==> src/rtl/xfade_seq.sv <==
// rtl/xfade_seq.sv - crossfade sequencer driving the two-voice gain stage mode strobes and gain words
//
// Steps GAIN1/GAIN2 in complementary amounts on the sample tick so the gain
// stage fades from voice KA to KB and back. The four mode strobes are one-hot.
// With XFADE_AUTO_EN defined, the sequencer also swaps on its own after
// HOLD_TICKS ticks in a steady state. Without it, only req starts a fade.
//
// Ports:
//   clk    in   system clock
//   rst_n  in   asynchronous active-low reset
//   tick   in   sample-rate strobe, one cycle wide
//   req    in   swap-source request, one-cycle pulse
//   A      out  steady on voice KA
//   AB     out  fading KA->KB
//   B      out  steady on voice KB
//   BA     out  fading KB->KA
//   GAIN1  out  KA gain word, 0..127
//   GAIN2  out  KB gain word, always 127-GAIN1
//   busy   out  fade in progress (AB|BA)
//   done   out  one-cycle pulse on the step that completes a fade

module xfade_seq #(
    parameter int STEP       = 4,
    parameter int TICK_DIV   = 2,
    parameter int HOLD_TICKS = 48000
) (
    input  logic       clk,
    input  logic       rst_n,
    input  logic       tick,
    input  logic       req,
    output logic       A,
    output logic       AB,
    output logic       B,
    output logic       BA,
    output logic [6:0] GAIN1,
    output logic [6:0] GAIN2,
    output logic       busy,
    output logic       done
);

    typedef enum logic [1:0] {
        ST_A  = 2'd0,
        ST_AB = 2'd1,
        ST_B  = 2'd2,
        ST_BA = 2'd3
    } state_t;

    localparam int PW = (TICK_DIV > 1) ? $clog2(TICK_DIV) : 1;
    localparam logic [PW-1:0] PRE_MAX   = PW'(TICK_DIV - 1);
    localparam logic [6:0]    STEP7     = 7'(STEP);
    localparam logic [6:0]    GAIN_FULL = 7'd127;
    // In a KB->KA fade, any GAIN1 at or above this saturates on the next step.
    localparam logic [6:0]    BA_LIMIT  = GAIN_FULL - STEP7;

    if (STEP < 1 || STEP > 127) begin : g_bad_step
        $error("xfade_seq: STEP must be 1..127");
    end
    if (TICK_DIV < 1) begin : g_bad_div
        $error("xfade_seq: TICK_DIV must be >= 1");
    end
    if (HOLD_TICKS < 1) begin : g_bad_hold
        $error("xfade_seq: HOLD_TICKS must be >= 1");
    end

    state_t          state;
    state_t          state_nxt;
    logic [6:0]      gain1_nxt;
    logic            pending;
    logic            pending_nxt;
    logic [PW-1:0]   pre;
    logic [PW-1:0]   pre_nxt;
    logic            done_nxt;
    logic            step_now;
    logic            req_any;

`ifdef XFADE_AUTO_EN
    localparam int HW = (HOLD_TICKS > 1) ? $clog2(HOLD_TICKS) : 1;
    localparam logic [HW-1:0] HOLD_MAX = HW'(HOLD_TICKS - 1);

    logic [HW-1:0] hold_cnt;
    logic          steady;
    logic          auto_req;

    assign steady   = (state == ST_A) || (state == ST_B);
    assign auto_req = steady && tick && (hold_cnt == HOLD_MAX);
    assign req_any  = req | auto_req;

    // Dwell counter: runs only in steady states and restarts on every state
    // change, so each steady visit gets a full HOLD_TICKS dwell.
    always_ff @(posedge clk or negedge rst_n) begin
        if (!rst_n) begin
            hold_cnt <= '0;
        end else if (state_nxt != state || !steady || auto_req) begin
            hold_cnt <= '0;
        end else if (tick) begin
            hold_cnt <= hold_cnt + HW'(1);
        end
    end
`else
    assign req_any = req;
`endif

    // A step happens on the tick that wraps the prescaler.
    assign step_now = tick && (pre == PRE_MAX);

    always_comb begin
        state_nxt   = state;
        gain1_nxt   = GAIN1;
        pending_nxt = pending;
        pre_nxt     = pre;
        done_nxt    = 1'b0;

        case (state)
            ST_A: begin
                if (req_any) begin
                    state_nxt = ST_AB;
                    pre_nxt   = '0;
                end
            end

            ST_B: begin
                if (req_any) begin
                    state_nxt = ST_BA;
                    pre_nxt   = '0;
                end
            end

            ST_AB: begin
                if (tick) begin
                    pre_nxt = step_now ? '0 : pre + PW'(1);
                end
                if (step_now) begin
                    if (GAIN1 <= STEP7) begin
                        gain1_nxt = 7'd0;
                        done_nxt  = 1'b1;
                        // A request arriving on the completing step counts
                        // as pending, so the reverse fade starts at once.
                        if (pending || req_any) begin
                            state_nxt   = ST_BA;
                            pending_nxt = 1'b0;
                            pre_nxt     = '0;
                        end else begin
                            state_nxt = ST_B;
                        end
                    end else begin
                        gain1_nxt = GAIN1 - STEP7;
                    end
                end
                if (!done_nxt && req_any) begin
                    pending_nxt = 1'b1;
                end
            end

            ST_BA: begin
                if (tick) begin
                    pre_nxt = step_now ? '0 : pre + PW'(1);
                end
                if (step_now) begin
                    if (GAIN1 >= BA_LIMIT) begin
                        gain1_nxt = GAIN_FULL;
                        done_nxt  = 1'b1;
                        if (pending || req_any) begin
                            state_nxt   = ST_AB;
                            pending_nxt = 1'b0;
                            pre_nxt     = '0;
                        end else begin
                            state_nxt = ST_A;
                        end
                    end else begin
                        gain1_nxt = GAIN1 + STEP7;
                    end
                end
                if (!done_nxt && req_any) begin
                    pending_nxt = 1'b1;
                end
            end

            default: begin
                state_nxt = ST_A;
            end
        endcase
    end

    always_ff @(posedge clk or negedge rst_n) begin
        if (!rst_n) begin
            state   <= ST_A;
            pending <= 1'b0;
            pre     <= '0;
        end else begin
            state   <= state_nxt;
            pending <= pending_nxt;
            pre     <= pre_nxt;
        end
    end

    // Outputs are decoded from the next state and registered, so they change
    // in the same clock as the state register and are glitch-free.
    always_ff @(posedge clk or negedge rst_n) begin
        if (!rst_n) begin
            A     <= 1'b1;
            AB    <= 1'b0;
            B     <= 1'b0;
            BA    <= 1'b0;
            GAIN1 <= GAIN_FULL;
            GAIN2 <= 7'd0;
            busy  <= 1'b0;
            done  <= 1'b0;
        end else begin
            A     <= (state_nxt == ST_A);
            AB    <= (state_nxt == ST_AB);
            B     <= (state_nxt == ST_B);
            BA    <= (state_nxt == ST_BA);
            GAIN1 <= gain1_nxt;
            GAIN2 <= GAIN_FULL - gain1_nxt;
            busy  <= (state_nxt == ST_AB) || (state_nxt == ST_BA);
            done  <= done_nxt;
        end
    end

endmodule

==> config.mk <==
export PLATFORM = sky130hd
export DESIGN_NAME = xfade_seq
export DESIGN_NICKNAME = d
export VERILOG_FILES = /design/src/rtl/xfade_seq.sv
export SDC_FILE = /design/constraint.sdc
export NUM_CORES = 1
export LEC_CHECK = 0
export CORE_MARGIN = 4
export CORE_UTILIZATION = 50
export CTS_CLUSTER_SIZE = 16
export DETAILED_ROUTE_END_ITERATION = 8
export HOLD_SLACK_MARGIN = 0.03
export PLACE_DENSITY_LB_ADDON = 0.1
export REMOVE_ABC_BUFFERS = 1
export SYNTH_ARGS = -nofsm -noshare
export SYNTH_HDL_FRONTEND = slang
export SYNTH_SLANG_ARGS = --single-unit
==> constraint.sdc <==
create_clock -name clk -period 2.1 [get_ports clk]
set_input_delay 0.315 -clock clk [delete_from_list [all_inputs] [get_ports clk]]
set_output_delay 0.315 -clock clk [all_outputs]
set_load 0.02 [all_outputs]
# After elaboration in Yosys (flattened, before gate mapping)
# Index checks and enable logic that the tools add are counted.
op_classes:
  n_addsub: 4
  magnitude_cmp: 2
  n_eq_ne: 11
  muxes: 38
  n_reduce_logical: 12
op_table:
  columns: ["cell", "count"]
  rows:
  - ["$mux 7", 4]
  - ["$mux 1", 23]
  - ["$pmux 7 s2", 1]
  - ["$mux 2", 6]
  - ["$ne 3x3->1 const B", 4]
  - ["$eq 2x2->1 const B", 4]
  - ["$pmux 2 s4", 1]
  - ["$add 7x3->7 const B", 1]
  - ["$ge 7x7->1 const B", 1]
  - ["$le 7x3->1 const B", 1]
  - ["$sub 7x3->7 const B", 1]
  - ["$sub 7x7->7 const A", 1]
  - ["$reduce_and 5->1", 1]
  - ["$eq 2x1->1 const B", 2]
  - ["$logic_not 2->1", 2]
  - ["$pmux 1 s2", 2]
  - ["$logic_and 1x1->1", 3]
  - ["$pmux 1 s3", 1]
  - ["$logic_not 1->1", 2]
  - ["$logic_or 1x1->1", 2]
  - ["$ne 2x1->1 const B", 1]
  - ["$reduce_bool 2->1", 1]
  - ["$reduce_or 2->1", 1]
  - ["$add 1x1->1 const B", 1]
totals:
  ff_bits: 24
  inputBits: 4
  out_inout_bits: 20
  word_cells: 78

# Longest topological paths before layout
# Gate-level depths: netlist of the first run.
logic_depth:
  ltp_word: 8
  mapped_depth: 7
  ltp_nobuf: 6

# Worst setup path after synthesis of the first run
# Ideal clock, no wire load.
synth_timing:
  path_type: "reg2reg"
  from: "reg GAIN1[3]"
  to: "reg BA"
  setup_time_ns: 0.119
  arrival_ns: 1.822
  required_time_ns: 1.981
  path_slack_ns: 0.159
  path_stages_with_launch: 6
  n_path_buf: 0
  synth_period_minus_slack_ns: 1.941
  cell_sequence: "dfstp_2 > ha_1 > a31oi_2 > o31a_1 > a211o_1 > and2_1"
synth_between:
  elab_chain_cells: 5
  word_cells_on_any_way: 8
synth_lines:
  columns: ["element", "line_no", "text"]
  rows:
  - ["start, declared", "35", "output logic [6:0] GAIN1,"]
  - ["start signal, assigned", "213", "GAIN1 <= gain1_nxt;"]
  - ["$ge 7x7->1 or $le 7x3->1 (tied branches)", "159, 133", null]
  - ["$mux 2, on equally long branches", "159, 133", null]
  - ["$mux 2, on equally long branches", "158, 132", null]
  - ["$pmux 2 s4 (*)", "113", "case (state)"]
  - ["named net state_nxt[0]", "66", "state_t state_nxt;"]
  - ["$eq 2x2->1 (*)", "212", "BA <= (state_nxt == ST_BA);"]
  - ["end signal, assigned", "212", null]
  - ["end, declared", "34", "output logic BA,"]
# Mark *: on every way through the listed nets, which the timed path passes. The rest lies on a longest branch.
# A chain may end at the register's enable or synchronous reset.

# Final worst setup path of the first run
layout_timing:
  from: "reg GAIN1[3]"
  to: "reg GAIN1[6]"
layout_between:
  elab_chain_cells: 4
  word_cells_on_any_way: 9
layout_lines:
  columns: ["element", "line_no", "text"]
  rows:
  - ["$add 7x3->7, or another cell as far along", "170", "gain1_nxt = GAIN1 + STEP7;"]
  - ["$mux 7, on equally long branches", "159, 133", null]
  - ["$mux 7, on equally long branches", "158, 132", null]
  - ["$pmux 7 s2 (*)", "113", null]
  - ["named net gain1_nxt[6]", "67", "logic [6:0] gain1_nxt;"]
# Marks and branches as above.

==> results_dict.tcl, run 1 <==
set metrics [dict create \
    ys_types 45 \
    yosys_warnings 0 \
    synth_area_um2 1220 \
    grt_pass1_vias 954 \
    endpoint_kind "flop" \
    die_w_um 57.5 \
    clockRootBuffer "clkbuf_4" \
    netlist.area_leader.share_pct 32.7 \
    status "complete, no violations" \
    final_cell_mix "clkdlybuf4s50_1 (23), dfrtp_1 (16), dfstp_2 (8), buf_4 (7), nand2_1 (6)" \
    crit_buf_inv 1 \
    grt_max_degree 25 \
    layout_commonest_cell "clkdlybuf4s50_1" \
    nets 151 \
    clkLatencyLatePin_ps 330 \
    clock-sinks 24 \
    critical-path-top-delay-family "simple AND/OR/NAND/NOR gates" \
    area_growth_pct 29.2 \
    n_antenna_cell 0 \
    io_pins 24 \
    fmax_ghz 0.499 \
    rows 17 \
    drtIter0Drc 20 \
    cts_buffers 3 \
    path_depth 6 \
    layout_min_cycle_time_ps 2000 \
    yosysSeqAreaShare_pct 49.8 \
    synth_seq_cells 24 \
    drc_errors 0 \
    grt_use_total_pct 18.0 \
    holdBufCountCts 0 \
    report.final.slew_viol_count 0 \
    grt_first_pass_wirelength_mm 4.66 \
    start_util_pct 53.8 \
    hold_class "in2async" \
    cp_max_fo 12 \
    vias_per_cell 5.98 \
    cts.clk_slew.worst_paths_ps 140 \
    cts_setup_buffers 0 \
    avgRoutedWirePerCell_um 16.4 \
    skew_ps 10.3 \
    synth-edff-count 0 \
    die_area_um2 3310 \
    r2r_cells 6 \
    postCtsResizedCells 0 \
    antenna_found_initial 0 \
    synth-async-reset-ratio_pct 100 \
    max-cap-violations 0 \
    fin_crit_sh_pct 95.5 \
    cts_max_path_buffers 2 \
    p_per_area_nw_per_um2 1540 \
    max_stage_delay_ps 610 \
    fillers 169 \
    setup_viol 0 \
    hold_violations 0 \
    drt_pass1_iterations 4 \
    worstPathArrival_ps 2270 \
    critPathLaunchType "flop" \
    drive_gt1_share_pct 17.7 \
    tightestPinTransition_ps 565 \
    path_class "reg2reg" \
    wirelength_mm 2.78 \
    htree_levels 1 \
    dpl.cell_count 165 \
    detailedPlace.worstSlack_ps -68.5 \
    hpwl_mm 1.94 \
    gp_congestion 0.850 \
    overflow 0 \
    die_h_um 57.5 \
    vias 1010 \
    yosysTopAreaCell "dfrtp_1" \
    synth_area_leaders "dfrtp_1 (33%), dfstp_2 (17%), ha_1 (5.1%)" \
    peakVddDrop_mv 1.17 \
    io_buffers 23 \
    core_area_um2 2280 \
    finalWorstSetupSlack_ps 95.2 \
    slowest_stage "dfstp_2" \
    syn_inst 112 \
    cts_tree "done" \
    p_leak_nw 0.621 \
    path_cells "inv_1 -> ha_1 -> nor3b_2 -> o21ai_1 -> or2_2 -> and4_1" \
    avgSynthCellArea_um2 10.9 \
    maxSlewHeadroom_pct 62.4 \
    ys.flop_type "dfrtp_1" \
    crit_required_ps 2370 \
    ant_nets 0 \
    final_cells 169 \
]
-- area by class of cell --
| class | count | area, µm² | share of cell area, % |
|---|---|---|---|
| Multi-Input combinational cell | 78 | 583 | 36.8 |
| Inverter | 5 | 18.8 | 1.19 |
| Clock buffer | 3 | 22.5 | 1.42 |
| Clock inverter | 1 | 30.0 | 1.90 |
| Timing Repair Buffer | 30 | 283 | 17.9 |
| Sequential cell | 24 | 611 | 38.6 |
| Tap cell | 28 | 35.0 | 2.21 |
-- cell usage after synthesis (2+ instances only) --
cell type,number
dfrtp_1,16
dfstp_2,8
nand2_1,6
a21oi_1,5
ha_1,5
inv_1,5
nand4_1,5
nor2_1,5
o21ai_0,5
and2_1,3
buf_2,3
nand3_1,3
nor2b_1,3
o21a_1,3
a211o_1,2
a22o_1,2
o2111ai_1,2
o31a_1,2
o31ai_1,2
xor2_1,2
-- layer usage --
layer  routed length (µm)  up-vias  GRT usage [%]
li1                     -      478              -
met1                 1200      488           23.8
met2                 1350       39           29.0
met3                  182        5           3.85
met4                   44        0           6.29
met5                    0        -              0
-- power breakdown --
part | internal [W] | total [W] | switching [W]
clock | 0.000193 | 0.000337 | 0.000144
combinational | 0.000578 | 0.00121 | 0.000634
sequential | 0.000680 | 0.000889 | 0.000209
total | 0.00145 | 0.00244 | 0.000987
-- final timing paths --
kind / start / end / slack (ps)
min in group clk: pre / pre / 530
max in group asynchronous: rst_n / GAIN1[3] / 1480
setup / recovery: GAIN1[3] / GAIN1[6] / 100
hold / removal: rst_n / GAIN2[6] / 330
hold reg to reg: pre / pre / 530
setup reg to reg: GAIN1[3] / GAIN1[6] / 100
-- logic make-up after synthesis --
group	after synthesis	synth area share (%)
adders and majority gates	5	5.11
AOI/OAI and AO/OA	35	22.0
DFF	24	49.8
and+or+nand+nor	36	18.0
buffers and inverters	10	3.68
xor gates and xnor gates	2	1.43
-- registers in the layout, summed over array words and instances, names as in the netlist --
name and cells:
GAIN1 7, GAIN2 7, state 2, A 1, AB 1, B 1, BA 1, busy 1
done 1, pending 1, pre 1
-- through the flow --
stage                     setup TNS [ps]  utilization (%)  instance area, µm²  total power, W  hold slack, ps
after floorplan                        0                -                1200         0.00156            19.4
after global placement             -19.3             66.6                1520         0.00204             494
after detailed placement            -319             66.6                1520         0.00206             494
after CTS                              0             68.9                1570         0.00242             334
after global routing               -2.56             69.5                1580         0.00260             322
final                                  0             69.5                1580         0.00244             326
(Power assumes the default switching activity.)
==> run 2, diff against run 1 <==
Settings changed: SETUP_SLACK_MARGIN from default to 0.1.
==> run 2 against run 1 <==
Core utilization is 1.8 points higher. Total power is 2.6% higher. Cell area rose by 2.5%. Clock skew decreased by 1.4 ps. Largest cell class unchanged. Highest routed layer unchanged.
==> results_dict.tcl, run 2 (same netlist as run 1, synthesis figures left out) <==
set metrics [dict create \
    grt_max_degree 25 \
    crit_buf_inv 1 \
    die_w_um 57.5 \
    internal-power_w 0.00149 \
    status "complete, no violations" \
    path_class "reg2out" \
    drive_gt1_share_pct 21.2 \
    drtIter0Drc 16 \
    max-cap-violations 0 \
    layout_commonest_cell "clkdlybuf4s50_1" \
    rows 17 \
    report.final.slew_viol_count 0 \
    drt_pass1_iterations 4 \
    grt_first_pass_wirelength_mm 4.79 \
    rsz0062_at_grt "no" \
    p_sw_w 0.00101 \
    ant_nets 0 \
    path_cells "clkdlybuf4s50_1" \
    clkLatencyLatePin_ps 320 \
    die_h_um 57.5 \
    worstPathArrival_ps 1590 \
    core_area_um2 2280 \
    avgRoutedWirePerCell_um 16.5 \
    top_regs "GAIN1 (7), GAIN2 (7), state (2)" \
    io_pins 24 \
    io_buffers 23 \
    cts_max_path_buffers 2 \
    wirelength_mm 2.86 \
    gp_congestion 0.850 \
    cp_max_fo 6 \
    vias 1036 \
    maxSlewHeadroom_pct 61.3 \
    tightestPinTransition_ps 580 \
    fin_area_um2 1620 \
    crit_required_ps 1780 \
    layout_min_cycle_time_ps 1910 \
    drc_errors 0 \
    start_util_pct 53.8 \
    holdBufCountCts 0 \
    hold_violations 0 \
    cts_buffers 3 \
    cts_tree "done" \
    peakVddDrop_mv 1.14 \
    vias_per_cell 5.95 \
    clock-sinks 24 \
    overflow 0 \
    skew_ps 8.95 \
    setup_viol 0 \
    power_w 0.00250 \
    swShare_pct 40.5 \
    area_growth_pct 32.5 \
    hpwl_mm 1.94 \
    post_dp_cell_area_um2 1520 \
    final_cell_mix "clkdlybuf4s50_1 (22), dfrtp_1 (16), buf_4 (12), dfstp_2 (8), nand2_1 (6)" \
    antenna_found_initial 0 \
    fin_crit_sh_pct 90.9 \
    p_leak_nw 0.646 \
    n_antenna_cell 0 \
    critPathLaunchType "flop" \
    nets 156 \
    clockRootBuffer "clkbuf_4" \
    p_per_area_nw_per_um2 1540 \
    seq_power_share_pct 34.9 \
    htree_levels 1 \
    max_stage_delay_ps 640 \
    combPwrFrac_pct 51.6 \
    fmax_ghz 0.524 \
    power_frac_clock_pct 13.5 \
    hold_class "in2async" \
    grt_pass1_vias 992 \
    die_area_um2 3310 \
    cts.clk_slew.worst_paths_ps 140 \
    endpoint_kind "output port" \
    critical-path-top-delay-family "flip-flops" \
    slowest_stage "dfstp_2" \
    grt_use_total_pct 18.5 \
]
[run 2: cell types whose count changed in the layout (fill, tap and decap cells not counted), sizes merged]
cell,before,now
dlygate4sd2,0,1
clkdlybuf4s50,23,22
buf,7,12
[run 2: what timing repair did]
item | in CTS | in global routing
cloned | 0 | 0
pin swaps | 0 | 2
setup endpoints to repair | 6 | 16
buffers inserted | 2 | 3
gates resized for setup | 2 | 2
[run 2: power groups by stage]
stage	Combinational, W	Clock, W	Sequential, W
final	0.00129	0.000337	0.000873
after global routing	0.00139	0.000367	0.000908
after CTS	0.00124	0.000345	0.000874
after detailed placement	0.00118	0	0.000881
after global placement	0.00116	0	0.000873
after floorplan	0.000530	0	0.00103
[run 2: path summary, 6_finish.rpt]
check / from / endpoint / cells past startpoint / slack [ps]
hold / removal: rst_n / state[1] / 2 / 330
hold reg to reg: pre / pre / 1 / 530
setup reg to reg: GAIN1[2] / GAIN1[5] / 6 / 200
min in group clk: pre / pre / 1 / 530
setup / recovery: GAIN1[1] / GAIN1[1] / 1 / 190
max in group asynchronous: rst_n / GAIN1[2] / 2 / 1480
[run 2: area by class of cell]
class	instances	area, µm²
fill	162	653
sequential	24	611
multi-input combinational	78	587
timing repair buffer	35	319
tap	28	35.0
clock inverter	1	30.0
clock buffer	3	22.5
inverter	5	18.8
[run 2: layer usage]
layer / vias up / track usage, % / routed length [µm]
met5: - / 0 / 0
met2: 51 / 30.5 / 1400
met4: 0 / 7.28 / 44
li1: 487 / - / -
met3: 5 / 4.07 / 210
met1: 493 / 23.3 / 1210
[run 2: metrics by stage]
step,setup WS (ps),cells,util [%],hold WS [ps],setup TNS (ps)
after floorplan,159,107,-,19.4,0
after global placement,-9.09,165,66.6,494,-19.3
after detailed placement,-68.5,165,66.6,494,-319
after CTS,111,171,69.9,334,0
after global routing,92.0,174,71.3,322,0
final,192,174,71.3,329,0
==> run 3, diff against run 2 <==
Settings changed: REMOVE_ABC_BUFFERS 1 to default.
==> run 3 against run 2 <==
Flip-flop and latch count unchanged. Combinational power decreased by 4%. Critical endpoint is now B. Largest cell class unchanged. Cell area decreased by 0.23%. Sequential share of layout area increased by 0.087 points. Count of clock-buffer cells in the layout unchanged. Clock skew decreased by 2.9 ps. Die area unchanged. Cell count unchanged. Fmax decreased by 0.90%.
==> results_dict.tcl, run 3 (same netlist as run 1, synthesis figures left out) <==
set metrics [dict create \
    fin_area_um2 1620 \
    vias_per_cell 5.76 \
    report.final.slew_viol_count 0 \
    power_w 0.00241 \
    die_h_um 57.5 \
    drc_errors 0 \
    cts_buffers 3 \
    max-cap-violations 0 \
    p_leak_nw 0.662 \
    area_growth_pct 32.2 \
    core_area_um2 2280 \
    cts_tree "done" \
    slowest_stage "dfstp_2" \
    holdBufCountCts 0 \
    crit_buf_inv 0 \
    cp_max_fo 5 \
    holdWs_ps 333 \
    combPwrFrac_pct 51.2 \
    critPathLaunchType "flop" \
    layout_commonest_cell "clkdlybuf4s50_1" \
    p_per_area_nw_per_um2 1490 \
    p_sw_w 0.000965 \
    ant_nets 0 \
    wirelength_mm 2.60 \
    nets 156 \
    power_frac_clock_pct 13.6 \
    fmax_ghz 0.519 \
    syn_nets 121 \
    cts_max_path_buffers 2 \
    vias 1002 \
    path_cells "ha_1 -> a31oi_2 -> o31a_1 -> a211o_1 -> a211oi_2" \
    drtIter0Drc 31 \
    drive_gt1_share_pct 21.2 \
    max_stage_delay_ps 570 \
    io_buffers 23 \
    hold_class "in2async" \
    peakVddDrop_mv 1.14 \
    cts_setup_buffers 0 \
    hpwl_mm 1.93 \
    worstPathArrival_ps 2170 \
    grt_first_pass_wirelength_mm 4.44 \
    internal-power_w 0.00145 \
    avgRoutedWirePerCell_um 15.0 \
    setup_tns_ps 0 \
    clockRootBuffer "clkbuf_4" \
    setup_viol 0 \
    skew_ps 6.09 \
    endpoint_kind "flop" \
    io_pins 24 \
    swShare_pct 40.0 \
    cts.clk_slew.worst_paths_ps 130 \
    drt_pass1_iterations 4 \
    post_dp_cell_area_um2 1550 \
    rows 17 \
    clkLatencyLatePin_ps 320 \
    grt_max_degree 25 \
    status "complete, no violations" \
    path_class "reg2reg" \
    final-seq-area_um2 611 \
    n_antenna_cell 0 \
    rsz0062_at_grt "no" \
    htree_levels 1 \
    tightestPinTransition_ps 504 \
    top_regs "GAIN1 (7), GAIN2 (7), state (2)" \
    layout_min_cycle_time_ps 1930 \
    maxSlewHeadroom_pct 66.3 \
    utilization_pct 71.1 \
    antenna_found_initial 0 \
    clock-sinks 24 \
    crit_required_ps 2340 \
    critical-path-top-delay-family "compound AO/OA/AOI/OAI gates" \
    hold_violations 0 \
    fillers 167 \
    seq_power_share_pct 35.1 \
    multi_input_comb_area_um2 578 \
    die_area_um2 3310 \
    grt_pass1_vias 1048 \
    fin_crit_sh_pct 91.7 \
    overflow 0 \
    grt_use_total_pct 17.4 \
    gp_congestion 0.818 \
    final_cell_mix "clkdlybuf4s50_1 (20), dfrtp_1 (16), buf_4 (12), dfstp_2 (8), nand2_1 (6)" \
    start_util_pct 53.8 \
    die_w_um 57.5 \
]
[run 3: changes by cell type in the layout (fill, tap and decap cells not counted)]
| cell | delta |
|---|---|
| dlymetal6s2s_1 | +2 |
| clkdlybuf4s50_1 | -2 |
| a31oi_2 | +1 |
| a31oi_4 | -1 |
[run 3: timing repair]
action / CTS / global route
resized for setup: 1 / 4
endpoints found under the setup margin: 1 / 15
pin swaps: 0 / 0
[run 3: layout make-up]
class	instances	share of cell area, %
flip-flops and latches	24	37.7
clock inverters	1	1.85
multi-input cells	78	35.7
repair buffers	35	20.0
inverters	5	1.16
clock buffers	3	1.39
well taps	28	2.16
[run 3: power by group through the flow]
| stage | combinational, W | clock, W | sequential, W |
|---|---|---|---|
| after CTS | 0.00124 | 0.000343 | 0.000842 |
| after global placement | 0.00122 | 0 | 0.000845 |
| final | 0.00124 | 0.000329 | 0.000848 |
| after detailed placement | 0.00124 | 0 | 0.000852 |
| after global routing | 0.00135 | 0.000367 | 0.000876 |
| after floorplan | 0.000586 | 0 | 0.000993 |
[run 3: path summary, 6_finish.rpt]
check                          from       end  slack [ps]  depth (start not counted)
setup / recovery           GAIN1[3]         B         170                          5
hold / removal                rst_n  GAIN2[5]         330                          2
setup reg to reg           GAIN1[3]         B         170                          5
hold reg to reg                 pre       pre         530                          1
max in group asynchronous     rst_n  GAIN1[2]        1480                          2
min in group clk                pre       pre         530                          1
[run 3: through the flow]
stage	instances	setup slack [ps]
after CTS	174	118
after detailed placement	170	1.44
final	174	174
after global routing	174	90.3
after global placement	170	27.3
after floorplan	112	159
[run 3: per-layer routing]
| layer | up-vias | part of all wire (%) | GRT usage, % |
|---|---|---|---|
| met5 | - | 0 | 0 |
| met4 | 0 | 1.5 | 9.60 |
| met3 | 4 | 4.0 | 3.85 |
| met2 | 20 | 48 | 27.3 |
| met1 | 483 | 47 | 22.2 |
| li1 | 495 | - | - |
[run 3: worst reg2reg max path: stages, from the launching register on]
cell and delay [ps]:
dfstp_2 570, ha_1 160, a31oi_2 160, o31a_1 390, a211o_1 350, a211oi_2 220
